$ cat src/rtl/round_pkg.sv
// Shared types and helpers for the three-player round sequencer.
// State encoding, lane count and the rotating-priority winner picker.
package round_pkg;

   typedef enum logic [2:0] {
      IDLE = 3'd0,
      ARM  = 3'd1,
      PLAY = 3'd2,
      WIN  = 3'd3,
      TOUT = 3'd4
   } state_t;

   localparam int         N_LANES   = 3;
   localparam logic [3:0] SCORE_MAX = 4'hF;

   // First set bit of d scanning upward from p, modulo 3.
   function automatic logic [1:0] pick(
      input logic [2:0] d,
      input logic [1:0] p
   );
      logic [1:0] w;
      case (p)
         2'd1:    w = d[1] ? 2'd1 : (d[2] ? 2'd2 : 2'd0);
         2'd2:    w = d[2] ? 2'd2 : (d[0] ? 2'd0 : 2'd1);
         default: w = d[0] ? 2'd0 : (d[1] ? 2'd1 : 2'd2);
      endcase
      return w;
   endfunction

   function automatic logic [1:0] next_lane(input logic [1:0] w);
      return (w == 2'd2) ? 2'd0 : w + 2'd1;
   endfunction

endpackage

$ cat src/rtl/round_ctrl_if.sv
// Lane control, winner/score and display-scan bundle of the round sequencer.
// master drives go/done; slave is the sequencer.
interface round_ctrl_if;
   import round_pkg::*;

   logic       go;
   logic [2:0] done;
   logic [2:0] start;
   logic [2:0] stop;
   logic [2:0] lane_clr;
   logic [1:0] winner;
   logic       winner_vld;
   logic       timeout;
   logic [3:0] score0;
   logic [3:0] score1;
   logic [3:0] score2;
   logic [1:0] scan_sel;
   logic [3:0] an;

   modport master (
      output go, done,
      input  start, stop, lane_clr, winner, winner_vld, timeout,
      input  score0, score1, score2, scan_sel, an
   );

   modport slave (
      input  go, done,
      output start, stop, lane_clr, winner, winner_vld, timeout,
      output score0, score1, score2, scan_sel, an
   );

endinterface

$ cat src/rtl/round_ctrl_scan_tick.sv
// Display scan prescaler: steps the digit slot 0->1->2 every SCAN_DIV
// cycles and drives the matching active-low anode.
module scan_tick #(
   parameter logic [15:0] SCAN_DIV = 16'd50_000
) (
   input  logic       clock,
   input  logic       reset,
   output logic [1:0] scan_sel,
   output logic [3:0] an
);

   logic [15:0] div;
   logic [1:0]  sel_n;
   logic [3:0]  one;

   assign sel_n = (scan_sel == 2'd2) ? 2'd0 : scan_sel + 2'd1;
   assign one   = 4'b0001;

   always_ff @(posedge clock) begin
      if (reset) begin
         div      <= '0;
         scan_sel <= 2'd0;
         an       <= 4'b1110;
      end else if (div == SCAN_DIV - 16'd1) begin
         div      <= '0;
         scan_sel <= sel_n;
         an       <= ~(one << sel_n);
      end else begin
         div      <= div + 16'd1;
      end
   end

endmodule

$ cat src/rtl/round_ctrl.sv
// Round sequencer: arms, runs and freezes the three press-counter lanes,
// picks the winner with rotating priority and keeps saturating scores.
module round_ctrl
   import round_pkg::*;
#(
   parameter logic [15:0] ARM_CYCLES = 16'd1000,
   parameter logic [31:0] TIMEOUT    = 32'd500_000_000,
   parameter logic [15:0] SCAN_DIV   = 16'd50_000
) (
   input  logic       clock,
   input  logic       reset,
   round_ctrl_if.slave bus
);

   state_t      state;
   state_t      state_n;
   logic [31:0] timer;
   logic [2:0]  done_q;
   logic [1:0]  rr_ptr;
   logic [1:0]  pick_w;
   logic        win_entry;
   logic [3:0]  score [N_LANES];

   logic [2:0]  start_n;
   logic [2:0]  stop_n;
   logic [2:0]  clr_n;
   logic        vld_n;
   logic        tout_n;

   always_comb begin
      state_n = state;
      pick_w  = pick(done_q, rr_ptr);
      unique case (state)
         IDLE: if (bus.go) state_n = ARM;
         ARM:
            if (timer == {16'd0, ARM_CYCLES - 16'd1})
               state_n = PLAY;
         PLAY:
            // A finished lane beats a timeout landing on the same cycle.
            if (done_q != 3'b000)
               state_n = WIN;
            else if (timer == TIMEOUT - 32'd1)
               state_n = TOUT;
         WIN:  if (bus.go) state_n = ARM;
         TOUT: if (bus.go) state_n = ARM;
         default: state_n = IDLE;
      endcase
   end

   assign win_entry = (state == PLAY) && (state_n == WIN);

   always_comb begin
      start_n = 3'b000;
      stop_n  = 3'b000;
      clr_n   = 3'b111;
      vld_n   = 1'b0;
      tout_n  = 1'b0;
      unique case (1'b1)
         state_n == PLAY: begin
            start_n = 3'b111;
            clr_n   = 3'b000;
         end
         state_n == WIN: begin
            start_n = 3'b111;
            stop_n  = 3'b111;
            clr_n   = 3'b000;
            vld_n   = 1'b1;
         end
         state_n == TOUT: begin
            start_n = 3'b111;
            stop_n  = 3'b111;
            clr_n   = 3'b000;
            tout_n  = 1'b1;
         end
         default: ;
      endcase
   end

   always_ff @(posedge clock) begin
      if (reset) begin
         state          <= IDLE;
         timer          <= '0;
         done_q         <= '0;
         rr_ptr         <= 2'd0;
         bus.start      <= 3'b000;
         bus.stop       <= 3'b000;
         bus.lane_clr   <= 3'b111;
         bus.winner     <= 2'd0;
         bus.winner_vld <= 1'b0;
         bus.timeout    <= 1'b0;
         for (int i = 0; i < N_LANES; i++)
            score[i] <= '0;
      end else begin
         state          <= state_n;
         done_q         <= bus.done;
         bus.start      <= start_n;
         bus.stop       <= stop_n;
         bus.lane_clr   <= clr_n;
         bus.winner_vld <= vld_n;
         bus.timeout    <= tout_n;
         if (state_n != state)
            timer <= '0;
         else if (state == ARM || state == PLAY)
            timer <= timer + 32'd1;
         if (win_entry) begin
            bus.winner <= pick_w;
            rr_ptr     <= next_lane(pick_w);
         end
         for (int i = 0; i < N_LANES; i++)
            if (win_entry && pick_w == i[1:0]
                && score[i] != SCORE_MAX)
               score[i] <= score[i] + 4'd1;
      end
   end

   assign bus.score0 = score[0];
   assign bus.score1 = score[1];
   assign bus.score2 = score[2];

   scan_tick #(
      .SCAN_DIV (SCAN_DIV)
   ) u_scan (
      .clock    (clock),
      .reset    (reset),
      .scan_sel (bus.scan_sel),
      .an       (bus.an)
   );

endmodule

$ cat src/flat_wrapper.sv
// flat-port wrapper written by rule: the top's interface ports become plain ports
module round_ctrl_flat import round_pkg::*;
#(
   parameter logic [15:0] ARM_CYCLES = 16'd1000,
   parameter logic [31:0] TIMEOUT    = 32'd500_000_000,
   parameter logic [15:0] SCAN_DIV   = 16'd50_000
)
  (clock, reset, bus_go, bus_done, bus_start, bus_stop, bus_lane_clr, bus_winner, bus_winner_vld, bus_timeout, bus_score0, bus_score1, bus_score2, bus_scan_sel, bus_an);
  round_ctrl_if bus_i ();
  input  logic clock;
  input  logic reset;
  input wire logic [$bits(bus_i.go)-1:0] bus_go;
  input wire logic [$bits(bus_i.done)-1:0] bus_done;
  output wire logic [$bits(bus_i.start)-1:0] bus_start;
  output wire logic [$bits(bus_i.stop)-1:0] bus_stop;
  output wire logic [$bits(bus_i.lane_clr)-1:0] bus_lane_clr;
  output wire logic [$bits(bus_i.winner)-1:0] bus_winner;
  output wire logic [$bits(bus_i.winner_vld)-1:0] bus_winner_vld;
  output wire logic [$bits(bus_i.timeout)-1:0] bus_timeout;
  output wire logic [$bits(bus_i.score0)-1:0] bus_score0;
  output wire logic [$bits(bus_i.score1)-1:0] bus_score1;
  output wire logic [$bits(bus_i.score2)-1:0] bus_score2;
  output wire logic [$bits(bus_i.scan_sel)-1:0] bus_scan_sel;
  output wire logic [$bits(bus_i.an)-1:0] bus_an;
  assign bus_i.go = bus_go;
  assign bus_i.done = bus_done;
  assign bus_start = bus_i.start;
  assign bus_stop = bus_i.stop;
  assign bus_lane_clr = bus_i.lane_clr;
  assign bus_winner = bus_i.winner;
  assign bus_winner_vld = bus_i.winner_vld;
  assign bus_timeout = bus_i.timeout;
  assign bus_score0 = bus_i.score0;
  assign bus_score1 = bus_i.score1;
  assign bus_score2 = bus_i.score2;
  assign bus_scan_sel = bus_i.scan_sel;
  assign bus_an = bus_i.an;
  round_ctrl #(.ARM_CYCLES(ARM_CYCLES), .TIMEOUT(TIMEOUT), .SCAN_DIV(SCAN_DIV)) u_core (.clock(clock), .reset(reset), .bus(bus_i));
endmodule
$ cat config.mk
export PLATFORM = sky130hd
export DESIGN_NAME = round_ctrl_flat
export DESIGN_NICKNAME = d
export VERILOG_FILES = /design/src/rtl/round_pkg.sv /design/src/rtl/round_ctrl_if.sv /design/src/rtl/round_ctrl_scan_tick.sv /design/src/rtl/round_ctrl.sv /design/src/flat_wrapper.sv
export SDC_FILE = /design/constraint.sdc
export NUM_CORES = 1
export LEC_CHECK = 0
export ABC_CLOCK_PERIOD_IN_PS = 6400
export CAP_MARGIN = 20
export CORE_MARGIN = 8
export CORE_UTILIZATION = 40
export DETAILED_ROUTE_END_ITERATION = 16
export GPL_TIMING_DRIVEN = 0
export PLACE_DENSITY = 0.71
export SLEW_MARGIN = 20
export SYNTH_ARGS = -nofsm -noshare
export SYNTH_HDL_FRONTEND = slang
export SYNTH_SLANG_ARGS = --single-unit
$ cat constraint.sdc
create_clock -name clock -period 6.4 [get_ports clock]
set_input_delay 1.28 -clock clock [delete_from_list [all_inputs] [get_ports clock]]
set_output_delay 1.28 -clock clock [all_outputs]
set_load 0.02 [all_outputs]
==> impl_summary.txt <==
----------------------------------------------------
[Status]
  Run status ... completed

[Logic synthesis]
  Number of enable flip-flop cells after synthesis ... 12
  Mapped Avg Cell Area ... just over 9 um2
  Largest cells by area after synthesis ... sky130_fd_sc_hd__dfxtp_1 (37%), sky130_fd_sc_hd__edfxtp_1 (9.6%), sky130_fd_sc_hd__nor2_1 (8.0%)
  Library cell occupying the most area in the post-synthesis netlist ... sky130_fd_sc_hd__dfxtp_1
  Seq cells post-synth ... between 80 and 90
  Warnings from Yosys ... 0
  Net count after synthesis ... between 400 and 500
  Post-Syn Area ... ~3800 um2
  Post-Synthesis Cells ... slightly above 400
  Fraction of registers with async set or reset after synthesis ... 0
  Post-synthesis cell type count ... 53
  Fraction of post-synthesis cell area in the top cell type by area ... 0.368
  Share of synthesized area occupied by flip-flops and latches ... 0.464
  Most used flip-flop cell after synthesis ... sky130_fd_sc_hd__dfxtp_1

[STA]
  Measured slew at the worst slew-check pin ... about 0.58 ns
  Summed negative setup slack over all endpoints ... 0 ns
  Final worst path period need ... about 2.9 ns
  RSZ-0062 raised after global routing ... false
  Max Transition Viols Final ... 0
  Maximum operating frequency ... 351 MHz
  Number of hold violations in the final report ... 0
  Worst hold margin ... 0.449 ns
  Max transition margin ... 0.612
  Ratio of final minimum period to clock period ... 0.446
  Setup-failing EPs final ... 0
  Clock skew ... between 0.01 and 0.015 ns

[Global route]
  Congestion Overflow GR ... 0
  Wire length of the first global-routing pass ... about 13 mm
  Tot GR Track Use ... 0.125
  Largest net degree at the start of global routing ... 15
  Antenna violations before repair ... 0
  Number of global-route vias before repair ... around 2900

[Setup path]
  Required time worst endpoint ... 6.48 ns
  Cell with the largest stage delay on the worst path ... sky130_fd_sc_hd__clkdlybuf4s50_1
  Worst reg-to-reg setup slack ... slightly below 4 ns
  Maximum fanout along the worst path ... 10
  Startpoint kind of the worst setup timing path ... input pin
  Longest individual stage delay on the worst path ... ~0.48 ns
  Data arrival time of the worst path ... 2.93 ns
  Nature of the critical path endpoint ... flip-flop
  Kind of critical path ... input pin to flip-flop
  Cell-by-cell trace of the critical path ... clkdlybuf4s50_1 > clkinv_1 > o211ai_1 > clkbuf_1 > nor2_1

[Cells and area]
  Post-route insts no fill ... 578
  N_diodes ... 0
  Number of filler cells placed in the layout ... just under 900
  Synth-to-Final Area Change ... 18.3%
  Fraction of final layout cells with drive strength greater than 1 ... 0.0878
  Commonest cells after routing, fill and taps aside ... sky130_fd_sc_hd__nor2_1 (80), sky130_fd_sc_hd__dfxtp_1 (69), sky130_fd_sc_hd__clkdlybuf4s50_1 (36), sky130_fd_sc_hd__nand2_1 (28), sky130_fd_sc_hd__xor2_1 (25)
  Final core utilization ... 0.483
  Commonest non-fill, non-tap cell in the layout ... sky130_fd_sc_hd__nor2_1
  Number of nets in the finished design ... 475

[Routing]
  Routed length per placed instance ... roughly 13 um
  Detail-routed via count per cell ... roughly 5.2
  Violation count after the first detailed-routing iteration ... about 140
  Total Routed Length ... 7.70 mm
  Antenna viol nets, final ... 0
  Total number of vias ... approximately 3000
  DRC Markers ... 0
  Router iterations before antenna repair ... 4

[Clock tree]
  CTS sink count ... slightly above 80
  Htree depth ... 3
  # hold bufs at CTS ... 0
  Number of buffers between clock root and the deepest sink ... 2
  CTS Root Cell ... sky130_fd_sc_hd__clkbuf_8
  Clock latency on the worst-skew pair ... approximately 0.34 ns
  Post_cts resized ... 0
  Worst-path clk slew ... 0.08 ns
  CTS tree ... yes
  Number of buffers added by the clock tree synthesis step ... 9
  Setup Fix Bufs, Post-CTS ... 0

[Floorplanning]
  Die width ... between 100 and 150 um
  Die Y-Extent ... approximately 110 um
  Core region area ... around 9200 um2
  Die outline area ... 12800 um2
  Row Count ... 35
  Count of pins on the block boundary ... 37
  Initial Util ... 0.409

[Power and ir drop]
  Ratio of total power to cell area ... 210 nW/um2
  Max VDD drop ... around 0.12 mV
  Total power ... a little over 0.9 mW
  Leakage ... ~1.5 nW

[Placed design]
  HPWL Detailed ... between 5 and 6 mm
  Input/output buffers ... 36
  RD Place Congestion ... 0.803
  Inst Count DP ... about 560

[Run]
  Reported max-cap violation count ... 0

[Min path]
  Worst min path class ... flip-flop to flip-flop

----------------------------------------------------
[registers in the layout (all words and copies together), names as in the netlist]
signal	count
u_core.bus.lane_clr	1
u_core.bus.start	1
u_core.bus.stop	1
u_core.bus.timeout	1
u_core.bus.winner	2
u_core.bus.winner_vld	1
u_core.done_q	3
u_core.rr_ptr	2
u_core.score	12
u_core.state	3
u_core.timer	32
u_core.u_scan.an	4
u_core.u_scan.div	16
u_core.u_scan.scan_sel	2
[area by class of cell]
class,count,area [um2],area share
Buffer,15,90.1,0.0203
Timing Repair Buffer,36,360,0.0811
Multi-Input combinational cell,304,1870,0.420
Sequential cell,81,1740,0.392
Clock inverter,6,40.0,0.00901
Inverter,15,56.3,0.0127
Clock buffer,10,149,0.0335
Tap cell,111,139,0.0312
[worst max-delay path, delay by kind of cell]
family          cells  cell delay [ns]
buf+inv             3             1.22
compound gates      1             0.33
simple gates        1             0.10
[metal layers]
metal / global-route usage / share of wire
met1: 0.145 / 0.46
met2: 0.216 / 0.48
met3: 0.0362 / 0.040
met4: 0.0400 / 0.014
met5: 0 / 0
[synth_stat cells (all sizes together) (2+ instances only)]
cell type and number:
and3 9, buf 11, nand3 22, o31ai 3, nor3 12, xnor2 25
and2 4, nor3b 2, and4 2, nand2 29, nor2 80, nor2b 9
mux2 2, a211oi 2, or3 4, nand2b 4, a31oi 2, nand3b 2
nor4 8, a21o 2, ha 7, inv 14, edfxtp 12, nand4 11
dfxtp 69, nand4b 2, xor2 25, o21ai 7, clkbuf 4, a21oi 14
nor4b 4
[power by group]
group / internal, mW / total [mW] / switching (mW)
combinational: 0.0219 / 0.0521 / 0.0302
clock: 0.165 / 0.350 / 0.186
sequential: 0.523 / 0.531 / 0.00861
[kinds of logic after synthesis]
| family | count (synthesis) | synth area share |
|---|---|---|
| AO/OA/AOI/OAI | 38 | 0.0656 |
| XOR/XNOR | 50 | 0.119 |
| adder cells (fa/ha/maj) | 7 | 0.0233 |
| buffers and inverters | 30 | 0.0390 |
| flip-flops | 81 | 0.464 |
| multiplexers | 3 | 0.00866 |
| AND/OR/NAND/NOR | 206 | 0.281 |
[final timing paths]
kind                                           start                    to  depth (start not counted)
worst max-delay path                           reset    u_core.score[0][7]                          5
worst min-delay path            u_core.u_scan.div[0]  u_core.u_scan.div[0]                          1
worst max register to register      u_core.rr_ptr[0]    u_core.score[0][5]                          9
worst min register to register  u_core.u_scan.div[0]  u_core.u_scan.div[0]                          1
[through the flow]
step / cell area [um2] / setup WS (ns)
4_1_cts: 4450 / 3.58
3_3_place_gp: 4260 / 3.23
5_1_grt: 4450 / 3.44
3_5_place_dp: 4260 / 3.21
6_report: 4450 / 3.55
2_1_floorplan: 3760 / 4.11
Note: power is estimated with default switching activity, not from simulation.
